==> src/rtl/pipe_hazard_ctrl.sv <==
// rtl/pipe_hazard_ctrl.sv - hazard detection, forwarding select and stage sequencing for the 5-stage pipeline
module pipe_hazard_ctrl #(
    parameter int ADDR_W   = 5,
    parameter int LOAD_LAT = 1,
    parameter int CNT_W    = 32,
    parameter int DEBUG_EN = 1
) (
    input  logic              clk,
    input  logic              rst,
    input  logic [ADDR_W-1:0] addr_rs,
    input  logic [ADDR_W-1:0] addr_rt,
    input  logic              rs_used,
    input  logic              rt_used,
    input  logic              is_store_id,
    input  logic              wb_wen_exe,
    input  logic [ADDR_W-1:0] regw_addr_exe,
    input  logic              is_load_exe,
    input  logic              wb_wen_mem,
    input  logic [ADDR_W-1:0] regw_addr_mem,
    input  logic              mem_ren_mem,
    input  logic              mem_req,
    input  logic              mem_ack,
    input  logic              jump_en,
    input  logic              exc_en,
    input  logic              debug_en,
    input  logic              debug_step,
    output logic [1:0]        fwd_a,
    output logic [1:0]        fwd_b,
    output logic              fwd_m,
    output logic              if_en,
    output logic              id_en,
    output logic              exe_en,
    output logic              mem_en,
    output logic              wb_en,
    output logic              if_rst,
    output logic              id_rst,
    output logic              exe_rst,
    output logic              mem_rst,
    output logic              wb_rst,
    output logic [CNT_W-1:0]  stall_cycles
);

    typedef enum logic [1:0] {
        RUN    = 2'd0,
        LSTALL = 2'd1,
        MWAIT  = 2'd2
    } state_t;

    state_t             state_q, state_d;
    logic [3:0]         lcnt_q, lcnt_d;
    logic               ret_lstall_q, ret_lstall_d;
    logic [CNT_W-1:0]   stall_cycles_q, stall_cycles_d;
    logic               debug_step_prev_q, debug_step_prev_d;

    logic exe_wr_ok, mem_wr_ok;
    logic exe_hit_a, exe_hit_b, mem_hit_a, mem_hit_b;
    logic ldh, step_rise, dbg_freeze, mwait_cond, eff_lstall, count_cycle;

    assign exe_wr_ok = wb_wen_exe && (regw_addr_exe != '0);
    assign mem_wr_ok = wb_wen_mem && (regw_addr_mem != '0);
    assign exe_hit_a = exe_wr_ok && (regw_addr_exe == addr_rs);
    assign exe_hit_b = exe_wr_ok && (regw_addr_exe == addr_rt);
    assign mem_hit_a = mem_wr_ok && (regw_addr_mem == addr_rs);
    assign mem_hit_b = mem_wr_ok && (regw_addr_mem == addr_rt);

    assign ldh = exe_wr_ok && is_load_exe &&
                 ((rs_used && (regw_addr_exe == addr_rs)) ||
                  (rt_used && !is_store_id && (regw_addr_exe == addr_rt)));

    assign step_rise  = debug_step && !debug_step_prev_q;
    assign dbg_freeze = (DEBUG_EN != 0) && debug_en && !step_rise;
    assign mwait_cond = mem_req && !mem_ack;
    // On the ack cycle out of MWAIT the unit behaves as the state it left.
    assign eff_lstall = (state_q == LSTALL) || ((state_q == MWAIT) && ret_lstall_q);

    assign stall_cycles = stall_cycles_q;

    always_comb begin
        fwd_a = 2'd0;
        fwd_b = 2'd0;
        fwd_m = 1'b0;
        if (!rst) begin
            if (mem_hit_a) fwd_a = mem_ren_mem ? 2'd3 : 2'd2;
            if (exe_hit_a) fwd_a = 2'd1;
            if (mem_hit_b) fwd_b = mem_ren_mem ? 2'd3 : 2'd2;
            if (exe_hit_b) fwd_b = 2'd1;
            fwd_m = rt_used && is_store_id && is_load_exe && exe_hit_b;
        end
    end

    always_comb begin
        if_en  = 1'b1;
        id_en  = 1'b1;
        exe_en = 1'b1;
        mem_en = 1'b1;
        wb_en  = 1'b1;
        if_rst  = 1'b0;
        id_rst  = 1'b0;
        exe_rst = 1'b0;
        mem_rst = 1'b0;
        wb_rst  = 1'b0;
        state_d           = state_q;
        lcnt_d            = lcnt_q;
        ret_lstall_d      = ret_lstall_q;
        stall_cycles_d    = stall_cycles_q;
        debug_step_prev_d = debug_step;
        count_cycle       = 1'b0;

        if (rst) begin
            if_rst  = 1'b1;
            id_rst  = 1'b1;
            exe_rst = 1'b1;
            mem_rst = 1'b1;
            wb_rst  = 1'b1;
            state_d           = RUN;
            lcnt_d            = 4'd0;
            ret_lstall_d      = 1'b0;
            stall_cycles_d    = '0;
            debug_step_prev_d = 1'b0;
        end else if (dbg_freeze) begin
            if_en  = 1'b0;
            id_en  = 1'b0;
            exe_en = 1'b0;
            mem_en = 1'b0;
            wb_en  = 1'b0;
        end else if (mwait_cond) begin
            if_en  = 1'b0;
            id_en  = 1'b0;
            exe_en = 1'b0;
            mem_en = 1'b0;
            wb_rst = 1'b1;
            state_d     = MWAIT;
            count_cycle = 1'b1;
            if (state_q != MWAIT) ret_lstall_d = (state_q == LSTALL);
        end else if (exc_en) begin
            id_rst  = 1'b1;
            exe_rst = 1'b1;
            mem_rst = 1'b1;
            state_d = RUN;
            lcnt_d  = 4'd0;
        end else if (eff_lstall || ldh) begin
            if_en   = 1'b0;
            id_en   = 1'b0;
            exe_rst = 1'b1;
            count_cycle = 1'b1;
            if (eff_lstall) begin
                lcnt_d  = lcnt_q - 4'd1;
                state_d = (lcnt_q == 4'd1) ? RUN : LSTALL;
            end else if (LOAD_LAT > 1) begin
                lcnt_d  = 4'(LOAD_LAT - 1);
                state_d = LSTALL;
            end else begin
                state_d = RUN;
            end
        end else begin
            id_rst  = jump_en;
            state_d = RUN;
        end

        if (count_cycle && (stall_cycles_q != '1)) stall_cycles_d = stall_cycles_q + 1'b1;
    end

    always_ff @(posedge clk) begin
        if (rst) begin
            state_q           <= RUN;
            lcnt_q            <= 4'd0;
            ret_lstall_q      <= 1'b0;
            stall_cycles_q    <= '0;
            debug_step_prev_q <= 1'b0;
        end else begin
            state_q           <= state_d;
            lcnt_q            <= lcnt_d;
            ret_lstall_q      <= ret_lstall_d;
            stall_cycles_q    <= stall_cycles_d;
            debug_step_prev_q <= debug_step_prev_d;
        end
    end

endmodule

==> config.mk <==
export PLATFORM = sky130hd
export DESIGN_NAME = pipe_hazard_ctrl
export DESIGN_NICKNAME = d
export VERILOG_FILES = /design/src/rtl/pipe_hazard_ctrl.sv
export SDC_FILE = /design/constraint.sdc
export NUM_CORES = 1
export LEC_CHECK = 0
export CAP_MARGIN = 20
export CORE_MARGIN = 3
export CORE_UTILIZATION = 46
export DETAILED_ROUTE_END_ITERATION = 6
export PLACE_DENSITY = 0.81
export SYNTH_ARGS = -nofsm -noshare
export SYNTH_HDL_FRONTEND = slang
export SYNTH_SLANG_ARGS = --single-unit
==> constraint.sdc <==
create_clock -name clk -period 3.3 [get_ports clk]
set_input_delay 0.99 -clock clk [delete_from_list [all_inputs] [get_ports clk]]
set_output_delay 0.99 -clock clk [all_outputs]
set_load 0.01 [all_outputs]
==> qor.yml, run 1 <==
run_status:
  outcome: "complete, but fails checks"
  violations: "negative setup slack"
synth:
  syn_nets: 347
  synth_top_family_by_area: "simple AND/OR/NAND/NOR gates"
  synth_fa_ha_area_share_pct: 1.560
  syn_area_sq_um: 2406
  synth-xor-area-share_pct: 8.372
  synth_top_area_cell: "dfxtp_1"
  ys_ff_latch: 40
  ys_warn_count: 0
  netlist_top_cells_area: "dfxtp_1 33%, a21oi_1 7.1%, o21ai_0 5.6%, xnor2_1 5.5%, or3_1 4.9%"
  synth-simple-area-share_pct: 29.43
  synth_cells: 309
  yosysSeqAreaShare_pct: 33.28
  ys_types: 50
  yosysTopAreaCellShare_pct: 33.28
  synth_compound_area_share_pct: 21.94
  synth_mux_area_share_pct: 0.8320
  synth.avg_cell_area_sq_um: 7.787
route:
  dr_total_vias: 2882
  post-route-drc-count: 0
  postRouteWirelength_um: 8085
  drt_iter0_markers: 167
  detail-route-antenna-nets: 0
  drt_first_pass_iters: 4
  viasPerCell: 5.799
  post_drt_wl_per_cell_um: 16.27
setup_path:
  path_class: "input pin to output port"
  worstReg2RegEnd: "stall_cycles[29]$_SDFFE_PP0P_"
  slowest_stage: "nor4b_4"
  r2r_cells: 8
  critPathMaxFanout: 3
  worstPathRequired_ps: 2310
  crit_chain: "buf_8, buf_12, xnor2_4, nand3_2, nor4b_4, or2_4, a31oi_4, o21ai_1, nand2_1, buf_2"
  startpoint_type: "input pin"
  reg2reg_from: "state_q[0]$_SDFFE_PP0N_"
  critPathCaptureType: "output port"
  cp-startpoint: "regw_addr_exe[3]"
  worst_ep_arrival_time_ps: 2400
  crit_end: "id_en"
  r2r_slack_ps: 1020
  worst_path_largest_cell_delay_ps: 310
die:
  die_y_um: 78.32
  die_w_um: 78.32
  num_io_pins: 82
  placementRows: 25
  core_sq_um: 4880
  dieArea_sq_um: 6134
  start_util_pct: 49.31
grt:
  grt_overflow: 0
  grt_antenna_before_repair: 1
  grt_pass1_wl_um: 12210
  grtUsageTotal_pct: 24.98
  grt_max_degree: 37
  grt_pass1_vias: 2679
clock_network:
  cts_buffers: 5
  clk_pin_slew_ps: 70
  htreeDepth: 2
  cts_tree: "done"
  insertion_delay_ps: 290
  clock_path_buffers: 2
  root_buffer: "clkbuf_8"
  cts.sinks: 40
sta:
  finalWorstSetupSlack_ps: -91.28
  slew_viol_final: 0
  setup_viol: 8
  relSlewSlack_pct: 72.30
  max_slew.worst_pin.slew_ps: 413.3
  fin_worst_skew_ps: 4.973
  period_needed_ps: 3391
  rsz0062_at_grt: "yes"
  clock.fmax_mhz: 294.9
  hold_viol_final: 0
  post-route-period-util_pct: 102.8
min_path:
  hold_path_class: "flop to flop"
layout:
  final_area_sq_um: 3804
  synthToLayoutAreaGrowth_pct: 58.09
  fillers: 353
  utilization_pct: 77.95
  final_cell_mix: "46 x clkdlybuf4s50_1, 40 x dfxtp_1, 38 x buf_4"
  final_common_cell: "clkdlybuf4s50_1"
  final_layout_size_suffix_gt1_share_pct: 24.94
  finalNetCount: 466
power_and_ir_drop:
  power.density_nw_per_um2: 298.5
  power.total_mw: 1.135
  peakVddDrop_uv: 329.9
  power.leakage_nw: 1.401
place:
  placed_area_sq_um: 3455
  port_buffers: 81
  routabilityCongestion: 0.8918
  dp_hpwl_um: 5329
run:
  max_cap_viol_count: 0
worst min-delay path by stage:
stage / start / endpoint / cells past startpoint
2_1_floorplan: state_q[1]$_SDFFE_PP0N_ / state_q[1]$_SDFFE_PP0N_ / 2
3_3_place_gp: state_q[1]$_SDFFE_PP0N_ / state_q[1]$_SDFFE_PP0N_ / 2
3_5_place_dp: state_q[0]$_SDFFE_PP0N_ / state_q[0]$_SDFFE_PP0N_ / 2
4_1_cts: state_q[0]$_SDFFE_PP0N_ / state_q[0]$_SDFFE_PP0N_ / 2
5_1_grt: state_q[1]$_SDFFE_PP0N_ / state_q[1]$_SDFFE_PP0N_ / 2
6_report: state_q[0]$_SDFFE_PP0N_ / state_q[0]$_SDFFE_PP0N_ / 2
through the flow:
stage	std cells	hold WS (ps)	setup TNS [ps]	setup WS, ps
CTS	494	457.4	-312.7	-53.54
global route	497	484.0	-800.8	-161.4
global placement	474	442.3	-8472	-828.4
detailed placement	474	446.9	-9327	-882.3
finish	497	457.3	-462.9	-91.28
floorplan	309	435.2	0	33.27
synth_stat cells (all sizes together):
cell     count
o21ai       29
and3         3
and2         7
nor4         1
or3         19
a21o         1
nand2b       2
dfxtp       40
o21bai       1
nor2b        2
nor3b        1
nor2        23
o2111ai      1
nand3       16
ha           3
o311a        1
and2b        1
nor4b        1
nand4       10
buf          8
a21oi       35
clkbuf       4
xnor2       15
a211oi       1
a31o         1
inv          9
or2          2
mux2i        2
a22oi        1
or4          9
and4         2
o21a         3
a31oi        1
nor3         7
xor2         8
o211ai       1
o2111a       1
nand4b       1
a211o        1
o31ai        9
o311ai       1
nand2       24
o41ai        1
state kept, by name, indices dropped and copies added, names as in the netlist:
name / count
stall_cycles: 32
state_q: 2
lcnt_q: 4
ret_lstall_q: 1
debug_step_prev_q: 1
cell families (layout without fill, tap and decap cells):
family,Yosys count,after routing
AO/OA/AOI/OAI,89,89
multiplexers,2,2
adder cells (fa/ha/maj),3,3
other,0,1
buffers and inverters,21,141
XOR/XNOR,23,23
AND/OR/NAND/NOR,131,131
flip-flops,40,40
metal layers:
metal | routed length, um | GRT usage [%] | up-vias
met4 | 304 | 14.86 | 0
li1 | - | - | 1383
met2 | 4175 | 43.84 | 110
met1 | 3212 | 28.33 | 1363
met5 | 0 | 0 | -
met3 | 392 | 4.128 | 26
final cells by class:
| cell class | count | area [sq um] | share of cell area (%) |
|---|---|---|---|
| timing repair buffer | 124 | 1075 | 28.26 |
| multi-input combinational | 248 | 1682 | 44.21 |
| clock inverter | 1 | 30.03 | 0.7895 |
| sequential | 40 | 800.8 | 21.05 |
| inverter | 9 | 33.78 | 0.8882 |
| tap | 67 | 83.83 | 2.204 |
| clock buffer | 7 | 96.34 | 2.533 |
| antenna | 1 | 2.502 | 0.06579 |
what timing repair did:
action | 4_1_cts | 5_1_grt
endpoints found under the hold margin | 0 | 0
setup buffers | 12 | 2
gates resized for setup | 118 | 30
cloned | 0 | 0
hold buffers | 0 | 0
pin swaps | 27 | 17
setup endpoints to repair | 14 | 12
where the power goes:
group	internal, mW	switching (mW)
sequential	0.484	0.00212
clock	0.267	0.168
combinational	0.115	0.0991
total	0.867	0.269
worst max-delay path, delay by kind of cell:
kind / cells / cell delay (ps)
simple gates: 4 / 690
buf+inv: 3 / 360
compound gates: 2 / 210
xor+xnor: 1 / 150
Note: power is estimated with default switching activity, not from simulation.
==> run 2, diff against run 1 <==
CORE_UTILIZATION = 30   (was 46)
PLACE_DENSITY = not set   (was 0.81)
clock period = 2.9 ns   (was 3.3 ns; I/O delays follow)
==> qor.yml, run 2 (synthesized netlist as in run 1, its figures left out) <==
sta:
  relSlewSlack_pct: 74.83  # +2.5 points
  hold_viol_final: 0  # unchanged
  slew_viol_final: 0  # unchanged
  max_slew.worst_pin.slew_ps: 375.5  # -37.82 ps
  period_needed_ps: 3129
  hold_slack_ps: 460.7  # +3.425 ps
  rsz0062_at_grt: "yes"
  setup_viol: 9  # +1
  finalWorstSetupSlack_ps: -228.5  # -137.3 ps
  post-route-period-util_pct: 107.9
  fin_worst_skew_ps: 8.460  # +3.488 ps
  clock.fmax_mhz: 319.6
route:
  detail-route-antenna-nets: 0  # unchanged
  drt_first_pass_iters: 4  # unchanged
  postRouteWirelength_um: 8415  # +4.1%
  dr_total_vias: 2874  # -0.28%
  drt_iter0_markers: 68  # -59%
  post_drt_wl_per_cell_um: 15.33  # -5.8%
  viasPerCell: 5.235  # -9.7%
  post-route-drc-count: 0  # unchanged
layout:
  synthToLayoutAreaGrowth_pct: 70.36
  final_common_cell: "buf_4"
  final_layout_size_suffix_gt1_share_pct: 31.32  # +6.4 points
  utilization_pct: 52.77  # -25 points
  diodes: 0  # -1
  largest_reg_flops: 32  # unchanged
  final_cell_mix: "48 x buf_4, 41 x clkdlybuf4s50_1, 40 x dfxtp_1"
  fillers: 729  # +110%
  finalNetCount: 484  # +3.9%
die:
  core_sq_um: 7767  # +59%
  die_w_um: 95.56  # +22%
  die_y_um: 95.56  # +22%
  num_io_pins: 82  # unchanged
  start_util_pct: 30.98  # -18 points
  dieArea_sq_um: 9131  # +49%
  placementRows: 32  # +28%
place:
  port_buffers: 81  # unchanged
  dp_hpwl_um: 5623  # +5.5%
  pre_cts_ws_ps: -991.0  # -108.7 ps
  routabilityCongestion: 0.8581  # -3.8%
clock_network:
  htreeDepth: 2  # unchanged
  cts_buffers: 5  # unchanged
  clk_pin_slew_ps: 90  # +20 ps
  clock_path_buffers: 2  # unchanged
  cts_tree: "done"
  cts.sinks: 40  # unchanged
  root_buffer: "clkbuf_8"
  insertion_delay_ps: 290  # about the same
  post_cts_hold_buffer_count: 0  # unchanged
setup_path:
  worstPathRequired_ps: 2030  # -280 ps
  worst_ep_arrival_time_ps: 2260  # -140 ps
  startpoint_type: "input pin"
  critPathCaptureType: "output port"
  path_class: "input pin to output port"
  critPathMaxFanout: 3  # unchanged
run:
  max_cap_viol_count: 0  # unchanged
power_and_ir_drop:
  power.density_nw_per_um2: 292.1  # -2.1%
  power.leakage_nw: 1.534  # +9.5%
  peakVddDrop_uv: 168.8  # -49%
grt:
  grt_pass1_wl_um: 13110  # +7.3%
  grt_overflow: 0  # unchanged
  grt_pass1_vias: 2781  # +3.8%
  grtUsageTotal_pct: 18.21  # -6.8 points
  grt_antenna_before_repair: 0  # -1
  grt_max_degree: 22  # -41%
run_status:
  outcome: "complete, but fails checks"
  violations: "negative setup slack"
min_path:
  hold_path_class: "flop to flop"
## run 2: cell types whose count changed in the layout (fill, tap and decap cells not counted), moves of 3 or more
cell and change:
buf_4 +10, xnor2_2 +4, clkdlybuf4s15_1 +3, nand2_2 +3, xnor2_1 -3, buf_6 +7
clkdlybuf4s50_1 -5
## run 2: worst paths after layout
path	from	to	slack (ps)	depth (start not counted)
worst max-delay path	regw_addr_exe[2]	exe_rst	-230	7
worst min-delay path	state_q[1]$_SDFFE_PP0N_	state_q[1]$_SDFFE_PP0N_	460	2
worst min register to register	state_q[1]$_SDFFE_PP0N_	state_q[1]$_SDFFE_PP0N_	460	2
worst max register to register	stall_cycles[29]$_SDFFE_PP0P_	stall_cycles[0]$_SDFFE_PP0P_	590	9
## run 2: routing by layer
| metal | routed length (um) | global-route usage [%] | share of wire, % |
|---|---|---|---|
| met2 | 4193 | 30.69 | 50 |
| met3 | 325 | 3.867 | 3.9 |
| met1 | 3550 | 21.76 | 42 |
| met5 | 0 | 0 | 0 |
| met4 | 346 | 9.005 | 4.1 |
## run 2: what timing repair did
action	in CTS	in global routing
setup buffers	29	6
cloned	2	0
setup endpoints to repair	39	42
resized for setup	158	36
pin swaps	41	14
hold endpoints to repair	0	0
## run 2: cell type report
type | count | area [sq um] | share of cell area (%)
Sequential cell | 40 | 800.8 | 19.54
Clock buffer | 5 | 68.82 | 1.679
Inverter | 9 | 33.78 | 0.8242
Clock inverter | 3 | 18.77 | 0.4579
Tap cell | 102 | 127.6 | 3.114
Multi-Input combinational cell | 248 | 1760 | 42.95
Timing Repair Buffer | 142 | 1289 | 31.44
## run 2: stage by stage
step	std cells	instance area (sq um)	setup TNS, ps	total power, mW
2_1_floorplan	309	2416	-88.33	0.6459
3_3_place_gp	516	3570	-20370	0.7694
3_5_place_dp	516	3570	-22210	0.7705
4_1_cts	545	3933	-1331	1.176
5_1_grt	549	4099	-2160	1.256
6_report	549	4099	-1559	1.197
## run 2: worst max-delay path: stages
cell and delay [ps]:
buf_8 100, or4_4 540, o21a_4 230, a31oi_4 210, buf_6 120, o21bai_1 50, buf_2 140
## run 2: where the power goes
| group | leakage (nW) | internal (mW) | switching [mW] | total, mW |
|---|---|---|---|---|
| registers | 0.323 | 0.551 | 0.00220 | 0.553 |
| logic | 1.16 | 0.152 | 0.121 | 0.272 |
| clock network | 0.0479 | 0.168 | 0.204 | 0.372 |
==> run 3, diff against run 2 <==
CAP_MARGIN = not set   (was 20)
==> results of run 3 <==
Same layout as run 2: the final DEF is identical, and so are final timing and power.
